File: src/rtl/tpu_sequencer.sv
// rtl/tpu_sequencer.sv - command sequencer driving TPU reset/fill/drain/multiply phases
`timescale 1ns/1ps
module tpu_sequencer #(
  parameter int ADDR_WIDTH   = 8,
  parameter int RESET_CYCLES = 4,
  parameter int TIMEOUT      = 1024
) (
  input  logic                  clk,
  input  logic                  reset,
  input  logic                  cmd_valid,
  output logic                  cmd_ready,
  input  logic [3:0]            cmd_op,
  input  logic [ADDR_WIDTH-1:0] cmd_base,
  input  logic [ADDR_WIDTH-1:0] cmd_out_base,
  output logic                  tpu_reset,
  output logic                  tpu_fill_fifo,
  output logic                  tpu_drain_fifo,
  output logic                  tpu_active,
  output logic [ADDR_WIDTH-1:0] weightMem_rd_addr_base,
  output logic [ADDR_WIDTH-1:0] inputMem_rd_addr_base,
  output logic [ADDR_WIDTH-1:0] outputMem_wr_addr_base,
  input  logic                  mem_to_fifo_done,
  input  logic                  fifo_to_arr_done,
  input  logic                  output_done,
  output logic                  busy,
  output logic                  done,
  output logic                  err,
  output logic [1:0]            err_code,
  output logic [15:0]           last_cycles,
  input  logic                  err_clr
);

  typedef enum logic [2:0] {
    S_IDLE,
    S_RST,
    S_FILL,
    S_DRAIN,
    S_MULT,
    S_DONE
  } state_t;

  localparam logic [3:0]  OP_RESET  = 4'b1111;
  localparam logic [3:0]  OP_FILL   = 4'b0001;
  localparam logic [3:0]  OP_ARR    = 4'b0010;
  localparam logic [3:0]  OP_MULT   = 4'b0011;
  localparam logic [1:0]  ERR_ILLEGAL = 2'b01;
  localparam logic [1:0]  ERR_TIMEOUT = 2'b10;
  localparam logic [15:0] RST_LAST  = 16'(RESET_CYCLES - 1);
  localparam logic [15:0] TO_LAST   = 16'(TIMEOUT - 1);

  state_t                state_q, state_d;
  logic [15:0]           cnt_q, cnt_d;
  logic [15:0]           cnt_inc;
  logic                  cmd_ready_q, cmd_ready_d;
  logic                  err_q, err_d;
  logic [1:0]            err_code_q, err_code_d;
  logic [15:0]           last_q, last_d;
  logic [ADDR_WIDTH-1:0] wbase_q, wbase_d;
  logic [ADDR_WIDTH-1:0] ibase_q, ibase_d;
  logic [ADDR_WIDTH-1:0] obase_q, obase_d;
  logic                  accept;
  logic                  work_done;
  logic                  new_err;
  logic [1:0]            new_code;

  assign accept  = cmd_valid & cmd_ready_q;
  assign cnt_inc = (cnt_q == 16'hFFFF) ? cnt_q : cnt_q + 16'd1;

  // Next-state, wait counter, address latching and error capture
  always_comb begin
    state_d   = state_q;
    cnt_d     = cnt_inc;
    last_d    = last_q;
    wbase_d   = wbase_q;
    ibase_d   = ibase_q;
    obase_d   = obase_q;
    new_err   = 1'b0;
    new_code  = err_code_q;
    work_done = 1'b0;

    case (state_q)
      S_FILL:  work_done = mem_to_fifo_done;
      S_DRAIN: work_done = fifo_to_arr_done;
      S_MULT:  work_done = output_done;
      default: work_done = 1'b0;
    endcase

    case (state_q)
      S_IDLE: begin
        // Counter parked at zero so every working state starts from a clean count
        cnt_d = 16'd0;
        if (accept) begin
          case (cmd_op)
            OP_RESET: state_d = S_RST;
            OP_FILL: begin
              state_d = S_FILL;
              wbase_d = cmd_base;
            end
            OP_ARR:   state_d = S_DRAIN;
            OP_MULT: begin
              state_d = S_MULT;
              ibase_d = cmd_base;
              obase_d = cmd_out_base;
            end
            default: begin
              new_err  = 1'b1;
              new_code = ERR_ILLEGAL;
            end
          endcase
        end
      end
      S_RST: begin
        if (cnt_q == RST_LAST) begin
          state_d = S_DONE;
          last_d  = cnt_inc;
        end
      end
      S_FILL, S_DRAIN, S_MULT: begin
        // A done arriving on the last allowed cycle still counts as success
        if (work_done) begin
          state_d = S_DONE;
          last_d  = cnt_inc;
        end else if (cnt_q == TO_LAST) begin
          state_d  = S_RST;
          cnt_d    = 16'd0;
          new_err  = 1'b1;
          new_code = ERR_TIMEOUT;
        end
      end
      S_DONE:  state_d = S_IDLE;
      default: state_d = S_IDLE;
    endcase

    if (new_err) begin
      err_d      = 1'b1;
      err_code_d = new_code;
    end else if (err_clr) begin
      err_d      = 1'b0;
      err_code_d = 2'b00;
    end else begin
      err_d      = err_q;
      err_code_d = err_code_q;
    end

    cmd_ready_d = (state_d == S_IDLE);
  end

  // State and datapath registers; ready is registered so it stays low through reset
  always_ff @(posedge clk or posedge reset) begin
    if (reset) begin
      state_q     <= S_IDLE;
      cnt_q       <= 16'd0;
      cmd_ready_q <= 1'b0;
      err_q       <= 1'b0;
      err_code_q  <= 2'b00;
      last_q      <= 16'd0;
      wbase_q     <= '0;
      ibase_q     <= '0;
      obase_q     <= '0;
    end else begin
      state_q     <= state_d;
      cnt_q       <= cnt_d;
      cmd_ready_q <= cmd_ready_d;
      err_q       <= err_d;
      err_code_q  <= err_code_d;
      last_q      <= last_d;
      wbase_q     <= wbase_d;
      ibase_q     <= ibase_d;
      obase_q     <= obase_d;
    end
  end

  assign cmd_ready              = cmd_ready_q;
  assign tpu_reset              = (state_q == S_RST);
  assign tpu_fill_fifo          = (state_q == S_FILL);
  assign tpu_drain_fifo         = (state_q == S_DRAIN);
  assign tpu_active             = (state_q == S_MULT);
  assign busy                   = (state_q != S_IDLE);
  assign done                   = (state_q == S_DONE);
  assign err                    = err_q;
  assign err_code               = err_code_q;
  assign last_cycles            = last_q;
  assign weightMem_rd_addr_base = wbase_q;
  assign inputMem_rd_addr_base  = ibase_q;
  assign outputMem_wr_addr_base = obase_q;

endmodule

File: config.mk
export PLATFORM = sky130hd
export DESIGN_NAME = tpu_sequencer
export DESIGN_NICKNAME = d
export VERILOG_FILES = /design/src/rtl/tpu_sequencer.sv
export SDC_FILE = /design/constraint.sdc
export NUM_CORES = 1
export LEC_CHECK = 0
export BUFFER_PORTS_ARGS = -buffer_cell sky130_fd_sc_hd__buf_2
export CORE_AREA = 2 2 61 121
export DETAILED_ROUTE_END_ITERATION = 6
export DIE_AREA = 0 0 63 123
export GPL_ROUTABILITY_DRIVEN = 0
export PLACE_DENSITY = 0.71
export SLEW_MARGIN = 5
export SYNTH_ARGS = -nofsm -noshare
export SYNTH_HDL_FRONTEND = slang
export SYNTH_SLANG_ARGS = --single-unit
File: constraint.sdc
create_clock -name clk -period 3 [get_ports clk]
set_clock_uncertainty 0.1 [all_clocks]
set_input_delay 0.15 -clock clk [delete_from_list [all_inputs] [get_ports clk]]
set_output_delay 0.15 -clock clk [all_outputs]
set_load 0.01 [all_outputs]
==> flow_metrics.tcl <==
set metrics [dict create \
    clk_path_buf_depth 2 \
    cp.arrival_ns 2.59 \
    gr-usage-all-layers_pct 18.6 \
    cts.clk_slew.worst_paths_ns 0.05 \
    slowest_stage "or4b_1" \
    ys_ff_latch 63 \
    startpoint_type "flop" \
    fin_ws_ns 0.557 \
    numCtsBuffers 9 \
    crit_family "simple AND/OR/NAND/NOR gates" \
    placed_cell_area_um2 3460 \
    grt_pass1_vias 2399 \
    cp_max_fo 10 \
    die_x_um 63 \
    post_drt_wl_per_cell_um 14.1 \
    layout.nets 388 \
    synth_cell_type_count 49 \
    antenna_cells 0 \
    finalPower_mw 3.00 \
    rsz0062_at_grt "no" \
    fin_area_um2 3940 \
    dp_hpwl_mm 4.52 \
    finalWirelength_mm 6.40 \
    yosysSeqAreaShare_pct 52.7 \
    setup_violations 0 \
    setup.worst_path.class "reg -> reg" \
    yosys_warnings 0 \
    htree_levels 3 \
    cp_num_buf_inv 1 \
    drive_above_1_share_pct 37.5 \
    leakage_nw 2.01 \
    initial_core_util_pct 43.8 \
    cts_tree "yes" \
    numPortBuffers 76 \
    core.rowCount 43 \
    min_path_type "in -> reg" \
    core_um2 6830 \
    ios 77 \
    die_h_um 123 \
    dp_slack_ns 0.487 \
    clkLatencyLatePin_ns 0.33 \
    drc 0 \
    antenna_found_initial 0 \
    power_density_nw_per_um2 762 \
    root_buffer "clkbuf_16" \
    globalRouteOverflowTotal 0 \
    fin_setup_tns_ns 0 \
    drt_iter0_markers 146 \
    status "finished, final reports clean" \
    grt_max_degree 46 \
    vias 2334 \
    fmax_ghz 0.409 \
    vias_per_cell 5.13 \
    ir_worst_vdd_v 0.000458 \
    hold_violations 0 \
    drt_first_pass_iters 4 \
    critPathCaptureType "flop" \
    drv_slew 0 \
    postRouteAntennaNets 0 \
    die-area_um2 7750 \
    avgSynthCellArea_um2 11.5 \
    min_period_ns 2.44 \
    layoutNonFillerInstCount 455 \
    dp_cells 421 \
    drv_cap 0 \
    syn_inst 260 \
    area_delta_synth_final_pct 31.5 \
    fin_crit_sh_pct 81.4 \
    syn-cell-area_um2 2990 \
    path_cells "ha_1 > or4b_1 > nor3_1 > nand4_1 > nand2b_1 > buf_4 > mux2i_1" \
    hold_slack_ns 0.177 \
    cpPeakStageDelay_ns 0.43 \
    final_util_pct 57.6 \
    synth_ff_type "dfrtp_1" \
    grt_first_pass_wirelength_mm 11.2 \
    worstMarginPinSlew_ns 0.556 \
    syn_nets 288 \
    crit_required_ns 3.15 \
    cts.sinks 63 \
    n_fill_cell 613 \
    max_slew_margin_pct 63.0 \
    synth-edff-count 0 \
    synthArstFlopShare_pct 100 \
]
routing by layer:
| layer | up-vias | GRT usage (%) | part of all wire, % |
|---|---|---|---|
| li1 | 1127 | - | - |
| met1 | 1123 | 22.3 | 42 |
| met2 | 73 | 29.7 | 50 |
| met3 | 11 | 6.82 | 6.1 |
| met4 | 0 | 8.47 | 2.2 |
| met5 | - | 0 | 0 |
cells in the final DEF, fill, tap and decap left out, types with 6 or more instances in the layout:
master,count
nor3_1,8
a21oi_1,6
nor2_1,22
mux2_2,31
o21ai_0,9
clkbuf_16,9
nand3_1,10
mux2i_1,12
nand2_1,12
buf_2,76
dlygate4sd3_1,18
dfrtp_1,63
inv_1,10
nor2b_1,10
worst reg2reg max path, cell delays in order (launching register included):
cell and delay (ns):
dfrtp_1 0.38, ha_1 0.21, or4b_1 0.43, nor3_1 0.18, nand4_1 0.15, nand2b_1 0.41, buf_4 0.28, mux2i_1 0.22
cell families (layout without fill, tap and decap cells):
group                      after synthesis  in the layout  share of synthesized area (%)
DFF                                     63             63                           52.7
and+or+nand+nor                        102            102                           20.5
xor gates and xnor gates                 6              6                           1.76
buffers and inverters                   19            124                           3.13
adders and majority gates                1              1                          0.418
muxes                                   44             44                           16.0
AOI/OAI and AO/OA                       25             25                           5.47
timing repair:
action,in CTS,in global routing
resized for setup,0,0
endpoints found under the hold margin,43,0
hold buffers,18,0
setup buffers,0,0
registers in the layout, indices dropped and copies added (netlist names):
name                    cells
err                         1
state_q                     3
weightMem_rd_addr_base      8
last_cycles                16
outputMem_wr_addr_base      8
cmd_ready                   1
cnt_q                      16
err_code                    2
inputMem_rd_addr_base       8
final timing paths:
kind / startpoint / to / slack [ns] / depth (start not counted)
worst max register to register: cnt_q[0]$_DFF_PP0_ / last_cycles[1]$_DFFE_PP0P_ / 0.56 / 7
worst max-delay path: cnt_q[0]$_DFF_PP0_ / last_cycles[1]$_DFFE_PP0P_ / 0.56 / 7
max in group asynchronous: reset / err_code[1]$_DFFE_PP0P_ / 1.66 / 4
worst min-delay path: cmd_op[0] / err$_DFFE_PP0P_ / 0.18 / 3
worst min register to register: weightMem_rd_addr_base[7]$_DFFE_PP0P_ / weightMem_rd_addr_base[7]$_DFFE_PP0P_ / 0.39 / 1
min in group asynchronous: reset / outputMem_wr_addr_base[4]$_DFFE_PP0P_ / 0.26 / 3
synthesized netlist by cell type, types with 3 or more instances:
library cell / number / area, µm²
mux2_2: 31 / 349
nor3_1: 8 / 40.0
dfrtp_1: 63 / 1580
nand3_1: 10 / 50.1
nand2_1: 12 / 45.0
o21ai_0: 9 / 45.0
inv_1: 11 / 41.3
xor2_1: 4 / 35.0
mux2i_1: 12 / 120
nand2b_1: 4 / 25.0
nor4_1: 4 / 25.0
nand4_1: 4 / 25.0
and2_1: 4 / 25.0
nor2b_1: 10 / 62.6
or3_1: 3 / 18.8
nor2_1: 22 / 82.6
a21oi_1: 6 / 30.0
buf_2: 3 / 15.0
where the power goes:
part	leakage [nW]	internal, mW	switching (mW)	total, mW
Combinational	1.02	0.382	0.421	0.803
Clock	0.138	0.663	0.357	1.02
Sequential	0.852	1.03	0.143	1.18
Total	2.01	2.08	0.921	3.00
layout make-up:
class	instances	area, µm²	share of cell area (%)
Inverter	11	41.3	1.05
Clock inverter	5	57.6	1.46
Sequential cell	63	1580	40.0
Multi-Input combinational cell	178	1320	33.6
Clock buffer	11	243	6.16
Timing Repair Buffer	97	583	14.8
Tap cell	90	113	2.86
(Power assumes the default switching activity.)
